## src/rtl/fetch_seq_pkg.sv

```systemverilog
// Shared constants for the fetch sequencer, instruction ROM and execute stage:
// opcode encodings, instruction field positions and the sequencer state type.
package fetch_seq_pkg;

   localparam logic [3:0] OP_ADD = 4'b0000;
   localparam logic [3:0] OP_MUL = 4'b0100;
   localparam logic [3:0] OP_DIV = 4'b0101;
   localparam logic [3:0] OP_OUT = 4'b0110;
   localparam logic [3:0] OP_JMP = 4'b0111;
   localparam logic [3:0] OP_HLT = 4'b1111;

   localparam int unsigned FIELD_W    = 4;
   localparam int unsigned OPCODE_LSB = 12;
   localparam int unsigned ADDR_LSB   = 8;
   localparam int unsigned AUX_LSB    = 4;
   localparam int unsigned INDEX_LSB  = 0;

   typedef enum logic [1:0] {
      StIdle  = 2'd0,
      StFetch = 2'd1,
      StIssue = 2'd2,
      StHalt  = 2'd3
   } fetch_state_e;

   // Opcodes that are handed to the execute stage (everything else is consumed here).
   function automatic logic is_issued_op(input logic [3:0] op);
      return (op == OP_ADD) || (op == OP_MUL) || (op == OP_DIV) || (op == OP_OUT);
   endfunction

endpackage

```

## src/rtl/program_counter_reg.sv

```systemverilog
// Program counter register: clear, load, increment with natural wrap, or hold.
module program_counter_reg #(
   parameter int unsigned ADDR_W = 4
) (
   input  logic              clk,
   input  logic              rst_n,
   input  logic              i_clear,
   input  logic              i_load,
   input  logic [ADDR_W-1:0] i_load_val,
   input  logic              i_inc,
   output logic [ADDR_W-1:0] o_pc
);

   logic [ADDR_W-1:0] r_pc;

   always_ff @(posedge clk or negedge rst_n) begin
      if (!rst_n) begin
         r_pc <= '0;
      end else if (i_clear) begin
         r_pc <= '0;
      end else if (i_load) begin
         r_pc <= i_load_val;
      end else if (i_inc) begin
         r_pc <= r_pc + 1'b1;
      end
   end

   assign o_pc = r_pc;

endmodule

```

## src/rtl/instruction_fetch_sequencer.sv

```systemverilog
// Fetches instructions from the ROM, splits them into fields and issues them to the
// execute stage over valid/ready. Define FETCH_SEQ_JUMP_EN to make opcode 0111 a jump.
module instruction_fetch_sequencer
   import fetch_seq_pkg::*;
#(
   parameter int unsigned ADDR_W  = 4,
   parameter int unsigned INSTR_W = 16
) (
   input  logic               clk,
   input  logic               rst_n,
   input  logic               start,
   output logic [ADDR_W-1:0]  program_counter,
   input  logic [INSTR_W-1:0] instruction,
   output logic               issue_valid,
   input  logic               issue_ready,
   output logic [3:0]         issue_opcode,
   output logic [3:0]         issue_addr,
   output logic [3:0]         issue_aux,
   output logic [3:0]         issue_index,
   output logic               busy,
   output logic               halted,
   output logic [7:0]         retired
);

   fetch_state_e r_state;
   logic         r_issue_valid;
   logic         r_busy;
   logic         r_halted;
   logic [7:0]   r_retired;
   logic [3:0]   r_opcode;
   logic [3:0]   r_addr;
   logic [3:0]   r_aux;
   logic [3:0]   r_index;

   logic [3:0]        w_op;
   logic              w_fetch;
   logic              w_transfer;
   logic              w_is_jmp;
   logic              w_is_hlt;
   logic              w_is_nop;
   logic              w_pc_clear;
   logic              w_pc_load;
   logic              w_pc_inc;
   logic [ADDR_W-1:0] w_jump_target;

   assign w_op          = instruction[OPCODE_LSB +: FIELD_W];
   assign w_fetch       = (r_state == StFetch);
   assign w_transfer    = (r_state == StIssue) && issue_ready;
   assign w_jump_target = ADDR_W'(instruction[INDEX_LSB +: FIELD_W]);
   assign w_is_hlt      = (w_op == OP_HLT);
`ifdef FETCH_SEQ_JUMP_EN
   assign w_is_jmp      = (w_op == OP_JMP);
`else
   assign w_is_jmp      = 1'b0;
`endif
   assign w_is_nop      = !is_issued_op(w_op) && !w_is_hlt && !w_is_jmp;

   // PC steps past an instruction either as it is consumed here (NOP) or when issued.
   assign w_pc_clear = (r_state == StHalt) && start;
   assign w_pc_load  = w_fetch && w_is_jmp;
   assign w_pc_inc   = (w_fetch && w_is_nop) || w_transfer;

   program_counter_reg #(
      .ADDR_W (ADDR_W)
   ) u_program_counter_reg (
      .clk        (clk),
      .rst_n      (rst_n),
      .i_clear    (w_pc_clear),
      .i_load     (w_pc_load),
      .i_load_val (w_jump_target),
      .i_inc      (w_pc_inc),
      .o_pc       (program_counter)
   );

   always_ff @(posedge clk or negedge rst_n) begin
      if (!rst_n) begin
         r_state       <= StIdle;
         r_issue_valid <= 1'b0;
         r_busy        <= 1'b0;
         r_halted      <= 1'b0;
         r_retired     <= 8'd0;
         r_opcode      <= 4'd0;
         r_addr        <= 4'd0;
         r_aux         <= 4'd0;
         r_index       <= 4'd0;
      end else begin
         case (r_state)
            StIdle: begin
               if (start) begin
                  r_state <= StFetch;
                  r_busy  <= 1'b1;
               end
            end
            StFetch: begin
               r_opcode <= w_op;
               r_addr   <= instruction[ADDR_LSB +: FIELD_W];
               r_aux    <= instruction[AUX_LSB +: FIELD_W];
               r_index  <= instruction[INDEX_LSB +: FIELD_W];
               if (w_is_hlt) begin
                  r_state  <= StHalt;
                  r_busy   <= 1'b0;
                  r_halted <= 1'b1;
               end else if (!w_is_nop && !w_is_jmp) begin
                  r_state       <= StIssue;
                  r_issue_valid <= 1'b1;
               end
            end
            StIssue: begin
               if (issue_ready) begin
                  r_state       <= StFetch;
                  r_issue_valid <= 1'b0;
                  if (r_retired != 8'hFF) begin
                     r_retired <= r_retired + 8'd1;
                  end
               end
            end
            StHalt: begin
               if (start) begin
                  r_state  <= StFetch;
                  r_busy   <= 1'b1;
                  r_halted <= 1'b0;
               end
            end
            default: r_state <= StIdle;
         endcase
      end
   end

   assign issue_valid  = r_issue_valid;
   assign issue_opcode = r_opcode;
   assign issue_addr   = r_addr;
   assign issue_aux    = r_aux;
   assign issue_index  = r_index;
   assign busy         = r_busy;
   assign halted       = r_halted;
   assign retired      = r_retired;

endmodule

```

## config.mk

```make
export PLATFORM = sky130hd
export DESIGN_NAME = instruction_fetch_sequencer
export DESIGN_NICKNAME = d
export VERILOG_FILES = /design/src/rtl/fetch_seq_pkg.sv /design/src/rtl/program_counter_reg.sv /design/src/rtl/instruction_fetch_sequencer.sv
export SDC_FILE = /design/constraint.sdc
export NUM_CORES = 1
export LEC_CHECK = 0
export ABC_AREA = 1
export BUFFER_PORTS_ARGS = -buffer_cell sky130_fd_sc_hd__clkbuf_2
export CORE_UTILIZATION = 50
export DETAILED_ROUTE_END_ITERATION = 7
export PLACE_DENSITY = 0.78
export SYNTH_ARGS = -nofsm -noshare
export SYNTH_HDL_FRONTEND = slang
export SYNTH_HIERARCHICAL = 1
export SYNTH_SLANG_ARGS = --single-unit
```

## constraint.sdc

```tcl
create_clock -name clk -period 2 [get_ports clk]
set_input_delay 0.3 -clock clk [delete_from_list [all_inputs] [get_ports clk]]
set_output_delay 0.3 -clock clk [all_outputs]
set_load 0.05 [all_outputs]
```

==> flow_summary.json <==
{
  "crit_chain": "inv_1, ha_1, inv_1, nor2_2, nand2_2, nand2_1, o21bai_2, nor2_1, o21ai_1, nand2_1",
  "min_path_type": "input pin to register",
  "grt_pass1_vias": 1227,
  "die_area_um2": 3600,
  "grt_start_max_net_pins": 34,
  "nFillCells": 267,
  "grt_overflow_total": 0,
  "cts_tree": "yes",
  "mostFrequentLayoutCells": "nand2_1 (94), clkbuf_2 (50), dfrtp_1 (33)",
  "via_per_inst": 4.56,
  "rsz0062_at_grt": "no",
  "die_x_um": 60.0,
  "regToRegStartpoint": "r_state[1]",
  "whs_endpoint": "issue_aux[0]",
  "switching_power_mw": 2.04,
  "gr-usage-all-layers": 0.201,
  "antenna_found_initial": 0,
  "syn_area_um2": 1680,
  "worstSetupStartpointType": "register",
  "io_buffer_count": 50,
  "clock_latency_ns": 0.32,
  "p_sw_frac": 0.533,
  "ys_ff_latch": 33,
  "clk_path_buf_depth": 2,
  "period_minus_slack_ns": 1.54,
  "postCtsSetupBuffers": 0,
  "stdcell_area_um2": 2110,
  "rr_worst_depth": 10,
  "vias": 1447,
  "dpl_cell_area_um2": 2010,
  "yosys_warnings": 6,
  "pwr-share-comb": 0.554,
  "wirelength_um": 3170,
  "crit_required_ns": 2.27,
  "synth_edf_count": 0,
  "cts_sinks": 33,
  "numCtsBuffers": 5,
  "maxCapViolations": 0,
  "rows": 20,
  "criticalPathCategory": "register to register",
  "max-vdd-ir-drop_mv": 0.953,
  "drive_above_1_share": 0.260,
  "drtPass1Iterations": 4,
  "syn-instance-count": 210,
  "setup_viol": 0,
  "postRouteAntennaNets": 0,
  "p_leak_nw": 1.23,
  "die_y_um": 60.0,
  "drt_iter0_markers": 77,
  "dpl.hpwl_um": 2330,
  "p_int_mw": 1.78,
  "r2r_end": "u_program_counter_reg/o_pc[2]",
  "core_area_um2": 3130,
  "seqPwrFrac": 0.311,
  "synth_ff_type": "dfrtp_1",
  "whs_path_depth": 3,
  "rrSetupSlack_ns": 0.46,
  "clock_skew_ns": 0.00197,
  "hold_start": "instruction[4]",
  "syn_to_final_growth_pct": 25.4,
  "gp_congestion": 0.833,
  "avgRoutedWirePerCell_um": 9.99,
  "ys_seq_area_frac": 0.491,
  "pwr-share-clk": 0.135,
  "crit_path_top_delay_cell": "dfrtp_1",
  "pin_count": 51,
  "syn-mean-instance-area_um2": 8.00,
  "clkTransAtPathRegs_ns": 0.10,
  "synthArstFlopShare": 1.00,
  "fmax_ghz": 0.650,
  "grt_pass1_wl_um": 5200,
  "setup_tns_ns": 0,
  "drc": 0,
  "worstPathArrival_ns": 1.81,
  "power_density_nw_per_um2": 1810,
  "cts_root_buf": "clkbuf_4",
  "cpPeakStageDelay_ns": 0.42,
  "path_max_fanout": 5,
  "num_antenna_cells": 0,
  "end_kind": "register",
  "final_common_cell": "nand2_1",
  "fin_nets": 298,
  "synth_cell_type_count": 26,
  "maxSlewViolCount": 0,
  "status": "finished, final reports clean",
  "hold_viol": 0,
  "fin_crit_sh": 0.769,
  "start_util": 0.537,
  "cts_resized": 0,
  "htreeDepth": 2,
  "finalPower_mw": 3.82,
  "holdBufCountCts": 1
}
per-stage QoR:
stage | setup WS (ns) | hold WS [ns] | std cells | utilization
floorplan | 0.395 | 0.00441 | 214 | -
global placement | 0.585 | 0.349 | 308 | 0.643
global route | 0.297 | 0.148 | 317 | 0.674
finish | 0.462 | 0.168 | 317 | 0.674
CTS | 0.476 | 0.158 | 317 | 0.674
detailed placement | 0.497 | 0.352 | 308 | 0.643
flip-flops by register name, summed over array words and instances, names as in the netlist:
name / cells
busy: 1
halted: 1
issue_addr: 4
issue_aux: 4
issue_index: 4
issue_opcode: 4
issue_valid: 1
r_state: 2
retired: 8
u_program_counter_reg/o_pc: 4
power by group through the flow:
stage / registers (mW) / clock network [mW] / logic (mW)
detailed placement: 1.20 / 0 / 2.12
finish: 1.19 / 0.515 / 2.11
global route: 1.23 / 0.562 / 2.31
global placement: 1.19 / 0 / 2.10
floorplan: 2.11 / 0 / 0.705
CTS: 1.19 / 0.529 / 2.13
area by class of cell:
cell class                      count  area [µm²]  share of cell area
Sequential cell                    33         826               0.392
Inverter                           21        81.3              0.0386
Tap cell                           44        55.1              0.0261
Clock buffer                        7        55.1              0.0261
Multi-Input combinational cell    157         777               0.369
Clock inverter                      1        30.0              0.0143
Timing Repair Buffer               54         283               0.134
synth_stat cells, types with 3 or more instances:
library cell,number,area (µm²)
o21ai_0,10,50.1
ha_1,6,75.1
xnor2_1,4,35.0
nand2_1,94,353
xor2_1,3,26.3
nand3_1,7,35.0
nand4_1,3,18.8
o21ai_1,5,25.0
nor2_1,7,26.3
dfrtp_1,33,826
clkbuf_1,3,11.3
inv_1,19,71.3
how the worst max path moves through the flow:
stage	startpoint	endpoint	slack [ns]	cells past startpoint
global placement	r_state[0]	u_program_counter_reg/o_pc[2]	0.58	9
CTS	r_state[1]	u_program_counter_reg/o_pc[2]	0.48	10
global route	r_state[1]	u_program_counter_reg/o_pc[2]	0.30	10
floorplan	retired[0]	retired[5]	0.40	8
finish	r_state[1]	u_program_counter_reg/o_pc[2]	0.46	10
detailed placement	r_state[1]	u_program_counter_reg/o_pc[2]	0.50	10
metal layers:
| metal | share of wire | GRT usage | routed length (µm) |
|---|---|---|---|
| met5 | 0 | 0 | 0 |
| met4 | 0.0095 | 0.0864 | 30 |
| met3 | 0.047 | 0.0606 | 149 |
| met2 | 0.46 | 0.314 | 1460 |
| met1 | 0.48 | 0.258 | 1530 |
cell families (layout without fill, tap and decap cells):
family,Yosys count,count (layout),synth area share
other cells,1,5,0.00223
fa+ha+maj,6,6,0.0447
xor+xnor,7,7,0.0365
compound gates,18,18,0.0573
buf+inv,24,83,0.0551
flops,33,33,0.491
simple gates,121,121,0.313
worst max-delay path, delay by kind of cell (launching register included):
kind                     cells  cell delay [ns]
flip-flops                   1             0.42
AND/OR/NAND/NOR              5             0.58
AO/OA/AOI/OAI                2             0.17
buffers and inverters        2             0.16
adder cells (fa/ha/maj)      1             0.16
(Power assumes the default switching activity.)
